File: config.mk
export PLATFORM = sky130hd
export DESIGN_NAME = mult_div_ctrl
export DESIGN_NICKNAME = d
export VERILOG_FILES = /design/src/rtl/mult_div_pkg.sv /design/src/rtl/mult_div_core.sv /design/src/rtl/mult_div_ctrl.sv
export SDC_FILE = /design/constraint.sdc
export NUM_CORES = 1
export LEC_CHECK = 0
export BUFFER_PORTS_ARGS = -buffer_cell sky130_fd_sc_hd__buf_2
export CAP_MARGIN = 20
export CORE_ASPECT_RATIO = 1.1
export CORE_UTILIZATION = 30
export CTS_CLUSTER_DIAMETER = 50
export DETAILED_ROUTE_END_ITERATION = 8
export PLACE_DENSITY = 0.48
export SLEW_MARGIN = 30
export SYNTH_ARGS = -nofsm -noshare
export SYNTH_HDL_FRONTEND = slang
export SYNTH_SLANG_ARGS = --single-unit
File: constraint.sdc
create_clock -name clk -period 8.3 [get_ports clk]
set_input_delay 1.66 -clock clk [delete_from_list [all_inputs] [get_ports clk]]
set_output_delay 1.66 -clock clk [all_outputs]
set_load 0.03 [all_outputs]
File: src/rtl/mult_div_pkg.sv
// rtl/mult_div_pkg.sv - shared constants for the iterative multiply/divide sequencer
package mult_div_pkg;

    localparam int MD_WIDTH = 32;

    // Sequencer states
    localparam logic [2:0] ST_IDLE   = 3'd0;
    localparam logic [2:0] ST_PREP   = 3'd1;
    localparam logic [2:0] ST_ITER   = 3'd2;
    localparam logic [2:0] ST_FIX    = 3'd3;
    localparam logic [2:0] ST_DONE   = 3'd4;
    localparam logic [2:0] ST_DONE_Z = 3'd5;

    // Operation encodings on the op port; bit 0 selects divide
    localparam logic [1:0] OP_MULT  = 2'd0;
    localparam logic [1:0] OP_DIV   = 2'd1;
    localparam logic [1:0] OP_MULTU = 2'd2;
    localparam logic [1:0] OP_DIVU  = 2'd3;

endpackage

File: src/rtl/mult_div_core.sv
// rtl/mult_div_core.sv - one shift-add / restoring-divide step plus final sign fix-up
module mult_div_core
    import mult_div_pkg::*;
#(
    parameter int WIDTH = MD_WIDTH
) (
    input  logic             is_div,
    input  logic             neg_q,
    input  logic             neg_r,
    input  logic [WIDTH-1:0] opnd,
    input  logic [WIDTH-1:0] acc_hi,
    input  logic [WIDTH-1:0] acc_lo,
    output logic [WIDTH-1:0] step_hi,
    output logic [WIDTH-1:0] step_lo,
    output logic [WIDTH-1:0] fix_hi,
    output logic [WIDTH-1:0] fix_lo
);

    logic [WIDTH:0]     add_sum;
    logic [WIDTH:0]     rem_sh;
    logic [WIDTH:0]     trial;
    logic [2*WIDTH-1:0] prod_neg;

    // Single iteration: multiply shifts the carry back into the upper half,
    // divide keeps the trial difference only when it did not borrow
    always_comb begin
        add_sum = {1'b0, acc_hi} + (acc_lo[0] ? {1'b0, opnd} : {(WIDTH+1){1'b0}});
        rem_sh  = {acc_hi, acc_lo[WIDTH-1]};
        trial   = rem_sh - {1'b0, opnd};
        if (is_div) begin
            if (!trial[WIDTH]) begin
                step_hi = trial[WIDTH-1:0];
                step_lo = {acc_lo[WIDTH-2:0], 1'b1};
            end else begin
                step_hi = rem_sh[WIDTH-1:0];
                step_lo = {acc_lo[WIDTH-2:0], 1'b0};
            end
        end else begin
            step_hi = add_sum[WIDTH:1];
            step_lo = {add_sum[0], acc_lo[WIDTH-1:1]};
        end
    end

    // Sign restoration: the product negates as one 2*WIDTH value, quotient and
    // remainder negate independently
    always_comb begin
        prod_neg = -{acc_hi, acc_lo};
        if (is_div) begin
            fix_lo = neg_q ? -acc_lo : acc_lo;
            fix_hi = neg_r ? -acc_hi : acc_hi;
        end else if (neg_q) begin
            fix_hi = prod_neg[2*WIDTH-1:WIDTH];
            fix_lo = prod_neg[WIDTH-1:0];
        end else begin
            fix_hi = acc_hi;
            fix_lo = acc_lo;
        end
    end

endmodule

File: src/rtl/mult_div_ctrl.sv
// rtl/mult_div_ctrl.sv - multiply/divide sequencer with HI/LO; MULT_DIV_UNSIGNED_EN enables MULTU/DIVU
module mult_div_ctrl
    import mult_div_pkg::*;
#(
    parameter int WIDTH = MD_WIDTH
) (
    input  logic             clk,
    input  logic             reset,
    input  logic             start,
    input  logic [1:0]       op,
    input  logic [WIDTH-1:0] a,
    input  logic [WIDTH-1:0] b,
    input  logic             hi_we,
    input  logic             lo_we,
    input  logic [WIDTH-1:0] wdata,
    output logic             busy,
    output logic             done,
    output logic             div_zero,
    output logic [WIDTH-1:0] hi,
    output logic [WIDTH-1:0] lo
);

    localparam int CW = (WIDTH > 1) ? $clog2(WIDTH) : 1;
    localparam logic [CW-1:0] LAST_STEP = CW'(WIDTH - 1);

    logic [2:0]       state_q, state_d;
    logic [CW-1:0]    count_q, count_d;
    logic             is_div_q, is_div_d;
    logic             sgn_a_q, sgn_a_d;
    logic             sgn_b_q, sgn_b_d;
    logic [WIDTH-1:0] a_q, a_d;
    logic [WIDTH-1:0] b_q, b_d;
    logic [WIDTH-1:0] opnd_q, opnd_d;
    logic [WIDTH-1:0] acc_hi_q, acc_hi_d;
    logic [WIDTH-1:0] acc_lo_q, acc_lo_d;
    logic [WIDTH-1:0] hi_q, hi_d;
    logic [WIDTH-1:0] lo_q, lo_d;

    logic             signed_op;
    logic [WIDTH-1:0] mag_a, mag_b;
    logic [WIDTH-1:0] step_hi, step_lo, fix_hi, fix_lo;

`ifdef MULT_DIV_UNSIGNED_EN
    assign signed_op = ~op[1];
`else
    logic unused_op_hi;
    assign unused_op_hi = op[1];
    assign signed_op    = 1'b1;
`endif

    assign mag_a = sgn_a_q ? -a_q : a_q;
    assign mag_b = sgn_b_q ? -b_q : b_q;

    mult_div_core #(.WIDTH(WIDTH)) u_core (
        .is_div  (is_div_q),
        .neg_q   (sgn_a_q ^ sgn_b_q),
        .neg_r   (sgn_a_q),
        .opnd    (opnd_q),
        .acc_hi  (acc_hi_q),
        .acc_lo  (acc_lo_q),
        .step_hi (step_hi),
        .step_lo (step_lo),
        .fix_hi  (fix_hi),
        .fix_lo  (fix_lo)
    );

    // Next-state, operand capture, accumulator stepping and HI/LO updates
    always_comb begin
        state_d  = state_q;
        count_d  = count_q;
        is_div_d = is_div_q;
        sgn_a_d  = sgn_a_q;
        sgn_b_d  = sgn_b_q;
        a_d      = a_q;
        b_d      = b_q;
        opnd_d   = opnd_q;
        acc_hi_d = acc_hi_q;
        acc_lo_d = acc_lo_q;
        hi_d     = hi_q;
        lo_d     = lo_q;
        case (state_q)
            ST_IDLE: begin
                if (hi_we) hi_d = wdata;
                if (lo_we) lo_d = wdata;
                if (start) begin
                    a_d      = a;
                    b_d      = b;
                    is_div_d = op[0];
                    sgn_a_d  = signed_op & a[WIDTH-1];
                    sgn_b_d  = signed_op & b[WIDTH-1];
                    state_d  = (op[0] && (b == '0)) ? ST_DONE_Z : ST_PREP;
                end
            end
            ST_PREP: begin
                // Multiply: opnd is the multiplicand, acc_lo the multiplier.
                // Divide: opnd is the divisor, acc_lo the dividend.
                opnd_d   = is_div_q ? mag_b : mag_a;
                acc_lo_d = is_div_q ? mag_a : mag_b;
                acc_hi_d = '0;
                count_d  = '0;
                state_d  = ST_ITER;
            end
            ST_ITER: begin
                acc_hi_d = step_hi;
                acc_lo_d = step_lo;
                count_d  = count_q + 1'b1;
                if (count_q == LAST_STEP) state_d = ST_FIX;
            end
            ST_FIX: begin
                hi_d    = fix_hi;
                lo_d    = fix_lo;
                state_d = ST_DONE;
            end
            ST_DONE, ST_DONE_Z: begin
                state_d = ST_IDLE;
            end
            default: begin
                state_d = ST_IDLE;
            end
        endcase
    end

    // State and datapath registers, cleared asynchronously
    always_ff @(posedge clk or posedge reset) begin
        if (reset) begin
            state_q  <= ST_IDLE;
            count_q  <= '0;
            is_div_q <= 1'b0;
            sgn_a_q  <= 1'b0;
            sgn_b_q  <= 1'b0;
            a_q      <= '0;
            b_q      <= '0;
            opnd_q   <= '0;
            acc_hi_q <= '0;
            acc_lo_q <= '0;
            hi_q     <= '0;
            lo_q     <= '0;
        end else begin
            state_q  <= state_d;
            count_q  <= count_d;
            is_div_q <= is_div_d;
            sgn_a_q  <= sgn_a_d;
            sgn_b_q  <= sgn_b_d;
            a_q      <= a_d;
            b_q      <= b_d;
            opnd_q   <= opnd_d;
            acc_hi_q <= acc_hi_d;
            acc_lo_q <= acc_lo_d;
            hi_q     <= hi_d;
            lo_q     <= lo_d;
        end
    end

    assign busy     = (state_q != ST_IDLE);
    assign done     = (state_q == ST_DONE) || (state_q == ST_DONE_Z);
    assign div_zero = (state_q == ST_DONE_Z);
    assign hi       = hi_q;
    assign lo       = lo_q;

endmodule
## Word level (Yosys, flattened, before mapping)

Cells that the tools add are included.
W data, S select, Z words.

| word-level totals | value |
|---|---|
| logic and storage cells | 68 |
| input bits | 103 |
| output and inout port bits | 67 |
| register bits after elaboration | 235 |

| cells by class | value |
|---|---|
| reductions and logical operators | 11 |
| muxes and demuxes | 26 |
| bitwise gates (word level) | 1 |
| equal/unequal tests | 10 |
| add/subtract/negate cells | 8 |

Operators with widths:

| kind | count |
|---|---|
| $mux W32 | 16 |
| $pmux W32 S2 | 4 |
| $neg A32 Y32 | 4 |
| $neg A64 Y64 | 1 |
| $add A32 B33 Y33 | 1 |
| $sub A33 B32 Y33 | 1 |
| $logic_not A32 Y1 | 1 |
| $pmux W3 S4 | 1 |
| $pmux W5 S2 | 1 |
| $mux W3 | 3 |
| $ne A2 B2 Y1 const B | 4 |
| $reduce_and A2 Y1 | 4 |
| $eq A3 B2 Y1 const B | 2 |
| $eq A3 B3 Y1 const B | 2 |
| $add A5 B1 Y5 const B | 1 |
| $eq A5 B5 Y1 const B | 1 |
| $reduce_bool A2 Y1 | 2 |
| $eq A3 B1 Y1 const B | 1 |
| $logic_not A3 Y1 | 1 |
| $reduce_bool A3 Y1 | 1 |
| $logic_and A1 B1 Y1 | 1 |
| $logic_or A1 B1 Y1 | 1 |
| $mux W1 | 1 |
| $xor A1 B1 Y1 | 1 |

## Logic depth before layout (Yosys ltp)

Gate-level depths: netlist (run 1).

| depth | value |
|---|---|
| depth in word-level cells | 5 |
| gate-level depth with buffers | 14 |
| gate-level depth less buffers | 13 |

## By module

A second synthesis (run 1) with hierarchy kept.

| second synthesis, totals | value |
|---|---|
| cells, all modules | 2042 |
| area total of the unflattened synthesis | 17428.0 um2 |

Modules (own cells, without submodules):

| module | seq. area each (um2) | times used | cells an instance | area an instance (um2) |
|---|---|---|---|---|
| mult_div_ctrl | 5830.6 | 1 | 1054 | 10995.5 |
| mult_div_core | 0.0 | 1 | 988 | 6432.4 |

## Least setup slack after synthesis (run 1)

Ideal clock, no wire load.

| timing path | value |
|---|---|
| kind | reg-to-reg |
| start point | register acc_lo_q[0] |
| end point | register acc_hi_q[28] |
| path buffers | 2 |
| data arrival time | 3226 ps |
| path slack | 4970 ps |
| period minus slack after synthesis | 3330 ps |
| cell stages (with the launch flop) | 15 |
| required time | 8196 ps |
| library setup time | 104 ps |
| cells stage by stage | dfrtp_1 -> clkbuf_1 -> inv_1 -> clkbuf_1 -> nor2_1 -> ha_1 -> a2111oi_0 -> o21ai_0 -> a31oi_1 -> o31a_1 -> o21ai_0 -> a21oi_1 -> a21oi_1 -> xnor2_1 -> a221oi_1 |

| on the way | value |
|---|---|
| cells in the longest elaborated chain, start to end | 4 |

Ends and longest elaborated chain:

| element | RTL line | source |
|---|---|---|
| start, declared | mult_div_ctrl.sv:35 | `logic [WIDTH-1:0] acc_lo_q, acc_lo_d;` |
| start signal, assigned | mult_div_ctrl.sv:148 | `acc_lo_q <= acc_lo_d;` |
| $mux W32 | mult_div_core.sv:27 | `add_sum = {1'b0, acc_hi} + (acc_lo[0] ? {1'b0, opnd} : {(WIDTH+1){1'b0}});` |
| $add A32 B33 Y33 | mult_div_core.sv:27 |  |
| $mux W32 | mult_div_core.sv:30 | `if (is_div) begin` |
| $pmux W32 S2 | mult_div_ctrl.sv:81 | `case (state_q)` |
| end signal, assigned | mult_div_ctrl.sv:147 | `acc_hi_q <= acc_hi_d;` |
| end, declared | mult_div_ctrl.sv:34 | `logic [WIDTH-1:0] acc_hi_q, acc_hi_d;` |

No other way between the ends.
A chain may end at the register's enable or synchronous reset.

## Final worst setup path (run 1)

Ends and elaborated chain as after synthesis.

==> run metrics, run 1 <==
status finished, final reports clean; Syn Std Cell Area 17,100 µm²; die height 253 µm; Core ar. 56,200 µm²; DRT antenna net count 0; fillcell total 5,863; clk root buf clkbuf_16; Ports 170; startpoint types flip-flop; clk_skew 0.0441 ns; GRT busiest layer met2; Mapped Cells 1,974; Num CTS Buffers 37; Syn Area/Cell 8.68 µm²; Slew HR 0.330; max-slew violation count 0; RR Startpoint acc_lo_q[0]; met3 usage in global routing 0.0292; Fmax 0.198 GHz; library cells used by synthesis 83; Area Overhead vs Synth 16.5%; CTS tree yes; die area 58,100 µm²; hold-critical path depth 2; Post-CTS Setup Bufs 0; hold path start opnd_q[26]; worst-path maximum fanout 19; register bit count reported by yosys 233; Hold Fails Final Rpt 0; min Tclk post-route 5.04 ns; WL final 59,500 µm; total grt overflow 0; clk_lat worst skew 0.58 ns; Reg2Reg Capture Point acc_hi_q[28]; synth warn 0; FFs w/ async S/R, synth 1.00; Die W 230 µm; Yosys top cell area share 0.340; Synthesized Nets 2,149; layout cells sized above 1 0.171; Initial DRC Count 1,053; CP Capture Type flip-flop; Post-Place Setup Slack 3.38 ns; Hold Buf Count CTS 0; DRC 0; area leader, netlist dfrtp_1; worst-case clock buffer depth 3; TritonRoute pass-1 iters 5; routed vias/inst 5.37; CTS sink count 233; Post-synth top flop dfrtp_1; DP HPWL 45,300 µm; Avg WL per Cell 20.8 µm; top post-synthesis cells by area dfrtp_1, mux2i_1, xnor2_1; htree depth 2; pin count of the biggest net entering global routing 105; setup ws final 3.26 ns; Hold Crit Endpoint opnd_q[26]; initial antenna violation count 2; I/O Buffers 168; Worst Path Arrival 5.47 ns; first-pass GRT wire length 91,800 µm; Seq/Total Area, Yosys 0.340; final setup fails 0; PostCTS Resize Cnt 0; R2R Setup Slk 3.26 ns; Worst-Margin Slew 1.00 ns; final RePlAce weighted congestion 0.903; vias in the first global route 15,300; fin util 0.355; Nets 2,264; TNS Setup 0 ns; hold crit path type flip-flop to flip-flop; number of max-cap violations 0; critical path type flip-flop to flip-flop; Post-synth EDFFs 0; GR Util met1 0.279; crit share post-route 0.607; Tot GR Track Use 0.205; clock slew at reported path FFs 0.06 ns; Starting Density 0.305; unrepaired setup endpoints after global routing false; CP required 8.73 ns; met2 Usage GRT 0.323; via count 15,400; Rows 91; r2r worst-path depth 13
==> metrics by stage <==
stage               hold slack, ns  instance area [µm²]  cells
floorplan                    0.449                17100   1974
global placement             0.463                18600   2793
detailed placement           0.470                18700   2793
CTS                          0.482                19900   2861
global route                 0.509                20000   2862
finish                       0.478                20000   2863
==> worst max-delay path: stages (launching register included) <==
cell       delay [ns]
dfrtp_1          0.53
inv_1            0.68
buf_4            0.34
nor2_1           0.07
ha_1             0.34
a2111oi_0        0.37
o21ai_0          0.24
a31oi_1          0.72
o31a_1           0.32
o21ai_0          0.25
a21oi_1          0.44
a21oi_1          0.14
xnor2_1          0.15
a221oi_1         0.30
==> layout by cell type, fill, tap and decap left out, types with 12 or more instances in the layout <==
master       n
o21a_1      13
or3_1       12
o221ai_1    36
nor2_1     177
a22oi_1     12
o31ai_1     27
mux2i_1    129
a21o_1      27
nand2_1    203
nand3_1     21
nand4_1     17
nor4_1      19
buf_2      168
o21ai_0    163
clkbuf_16   38
a21oi_1    159
or4_1       17
ha_1        70
a31oi_1     15
nor3_1      33
mux2_2      70
buf_4       18
xnor2_1    110
dfrtp_1    232
xor2_1      60
inv_1       66
==> cell type report <==
class / count / area, µm² / share of cell area
multi-input combinational: 1561 / 10700 / 0.534
sequential: 233 / 5830 / 0.292
clock buffer: 51 / 1090 / 0.0546
timing repair buffer: 189 / 1020 / 0.0510
tap: 744 / 931 / 0.0466
inverter: 67 / 259 / 0.0130
clock inverter: 17 / 171 / 0.00858
antenna: 1 / 2.50 / 0.000125
==> kinds of logic (layout without fill, tap and decap cells) <==
family                     count (synthesis)  after routing  synth area share
AOI/OAI and AO/OA                        540            540             0.198
xor gates and xnor gates                 172            172            0.0879
adders and majority gates                 72             72            0.0534
buffers and inverters                    180            324            0.0404
DFF                                      233            233             0.340
muxes                                    199            199             0.121
other                                      0              1                 0
and+or+nand+nor                          578            578             0.159
==> worst max-delay path by stage <==
| stage | depth (start not counted) | slack, ns | startpoint | end |
|---|---|---|---|---|
| 2_1_floorplan | 1 | 0.25 | reset | a_q[0] |
| 3_3_place_gp | 14 | 3.48 | acc_lo_q[0] | acc_hi_q[29] |
| 3_5_place_dp | 13 | 3.38 | acc_lo_q[0] | acc_hi_q[28] |
| 4_1_cts | 13 | 3.33 | acc_lo_q[0] | acc_hi_q[28] |
| 5_1_grt | 13 | 2.84 | acc_lo_q[0] | acc_hi_q[28] |
| 6_report | 13 | 3.26 | acc_lo_q[0] | acc_hi_q[28] |
==> sequential cells by signal (all words and copies together), names as in the netlist <==
signal	flops
sgn_a_q	1
count_q	5
state_q	3
acc_hi_q	32
acc_lo_q	32
opnd_q	32
sgn_b_q	1
b_q	31
is_div_q	1
a_q	31
lo	32
hi	32
==> cells in the mapped netlist (all sizes together), types with 12 or more instances <==
cell type	n
dfrtp	233
nand2	204
nor2	179
o21ai	171
a21oi	159
mux2i	129
xnor2	111
clkbuf	94
ha	70
mux2	70
inv	67
xor2	61
o221ai	36
nor3	35
o31ai	29
a21o	27
nand3	23
nor4	22
buf	19
nand4	18
or4	18
a31oi	15
and2	13
o21a	13
or3	13
a22oi	12
==> per-layer routing <==
metal  routed length, µm  vias to the layer above
met2               26900                      460
met5                   0                        -
li1                    -                     7357
met1               27100                     7443
met4                2090                        0
met3                3390                      104
Power of run 1 is not shown: default switching activity piles up to over one toggle a cycle in this logic, so the estimate is an artifact.
==> inputs of run 2 (changes only) <==
==> constraint.sdc (replaced) <==
create_clock -name clk -period 4.3 [get_ports clk]
set_input_delay 0.86 -clock clk [delete_from_list [all_inputs] [get_ports clk]]
set_output_delay 0.86 -clock clk [all_outputs]
set_load 0.03 [all_outputs]
==> run metrics, run 2 (synthesized netlist as in run 1, its figures left out) <==
DRC 0 (unchanged); GR Util met1 0.277 (-0.00211); WL final 58,900 µm (-0.93%); CP Capture Type flip-flop; vias in the first global route 15,300 (+0.54%); Reg2Reg Capture Point acc_hi_q[0]; worst-path maximum fanout 16 (-3); initial antenna violation count 0 (-2); GRT busiest layer met2; r2r worst-path depth 13 (unchanged); CTS tree yes; Slew HR 0.364 (+0.0347); unrepaired setup endpoints after global routing false; Fmax 0.259 GHz (+31%); most frequent cells in the layout dfrtp_1, nand2_1, nor2_1; final RePlAce weighted congestion 0.890 (-1.4%); min Tclk post-route 3.85 ns (-1.19 ns); CP required 4.78 ns (-3.95 ns); max-slew violation count 0 (unchanged); startpoint types flip-flop; crit-path cells inv_1 > ha_1 > fa_1 > nor2b_1 > o31ai_1 > a21oi_1 > a41oi_2 > o211ai_2 > nand4b_1 > nand3_1 > buf_4 > mux2_2 > o221ai_1; clk_skew 0.0354 ns (-0.00871 ns); clk root buf clkbuf_16; DRT antenna net count 0 (unchanged); Buf/Inv on CP 2 (unchanged); R2R Setup Slk 0.45 ns (-2.81 ns); CP max stage cell dfrtp_1; die area 58,100 µm² (unchanged); Nets 2,299 (+1.5%); final setup fails 0 (unchanged); CTS sink count 233 (unchanged); Worst path top cell family by delay compound AO/OA/AOI/OAI gates; met3 usage in global routing 0.0320 (+0.00282); Post-CTS Setup Bufs 0 (unchanged); worst-case clock buffer depth 3 (unchanged); RR Startpoint acc_lo_q[31]; Core ar. 56,200 µm² (unchanged); critical path type flip-flop to flip-flop; die height 253 µm (unchanged); Worst-Margin Slew 0.954 ns (-0.0466 ns); WP depth 13 (unchanged); hold crit path type input port to async pin; htree depth 2 (unchanged); met2 Usage GRT 0.329 (+0.00611); Hold Buf Count CTS 0 (unchanged); Starting Density 0.305 (unchanged); Tot GR Track Use 0.203 (-0.00152); Num CTS Buffers 38 (+2.7%); layout cells sized above 1 0.181 (+0.00985); TritonRoute pass-1 iters 5 (unchanged); Die W 230 µm (unchanged); first-pass GRT wire length 91,800 µm (unchanged); Rows 91 (unchanged); number of max-cap violations 0 (unchanged); worst stage delay on the critical path 0.45 ns (-0.27 ns); Initial DRC Count 935 (-11%); I/O Buffers 168 (unchanged); clock slew at reported path FFs 0.05 ns (about the same); most common cell after layout, fill and taps aside dfrtp_1; Hold Fails Final Rpt 0 (unchanged); diode count 0 (-1); Avg WL per Cell 20.3 µm (-2.1%); DP HPWL 45,500 µm (+0.42%); status finished, final reports clean; pin count of the biggest net entering global routing 166 (+58%); Ports 170 (unchanged); TNS Setup 0 ns (unchanged); via count 15,500 (+0.62%); Area Overhead vs Synth 18.2%; crit share post-route 0.896 (+0.289); clk_lat worst skew 0.57 ns (about the same); PostCTS Resize Cnt 0 (unchanged); routed vias/inst 5.34 (-0.52%); Worst Path Arrival 4.33 ns (-1.14 ns); total grt overflow 0 (unchanged)
-- run 2: tightest hold or removal path, delay by kind of cell --
kind / cells / cell delay, ns
buf+inv: 3 / 0.53
-- run 2: worst max-delay path by stage --
| stage | start | end | slack (ns) |
|---|---|---|---|
| 3_5_place_dp | acc_lo_q[31] | acc_hi_q[0] | 0.55 |
| 4_1_cts | acc_lo_q[31] | acc_hi_q[0] | 0.53 |
| 5_1_grt | acc_lo_q[31] | acc_hi_q[0] | 0.25 |
| 3_3_place_gp | acc_lo_q[31] | acc_hi_q[0] | 0.59 |
| 2_1_floorplan | reset | a_q[0] | 0.39 |
| 6_report | acc_lo_q[31] | acc_hi_q[0] | 0.45 |
-- run 2: area by class of cell --
| class | count | area, µm² |
|---|---|---|
| Timing Repair Buffer | 223 | 1320 |
| Sequential cell | 233 | 5830 |
| Clock inverter | 15 | 169 |
| Clock buffer | 53 | 1110 |
| Multi-Input combinational cell | 1561 | 10600 |
| Fill cell | 5860 | 36000 |
| Inverter | 67 | 255 |
| Tap cell | 744 | 931 |
-- run 2: routing by layer --
metal / share of wire / up-vias
li1: - / 7433
met1: 0.46 / 7562
met2: 0.46 / 384
met3: 0.047 / 81
met4: 0.026 / 0
met5: 0 / -
-- run 2: per-stage QoR --
step | util | setup WS, ns | instance area, µm² | std cells | hold WS (ns)
6_report | 0.360 | 0.446 | 20300 | 2896 | 0.419
3_3_place_gp | 0.337 | 0.592 | 18900 | 2827 | 0.466
4_1_cts | 0.360 | 0.532 | 20200 | 2895 | 0.483
5_1_grt | 0.360 | 0.248 | 20300 | 2896 | 0.470
3_5_place_dp | 0.337 | 0.546 | 18900 | 2827 | 0.471
2_1_floorplan | - | 0.390 | 17100 | 1974 | 0.449
Power of run 2 is left out for the same reason.
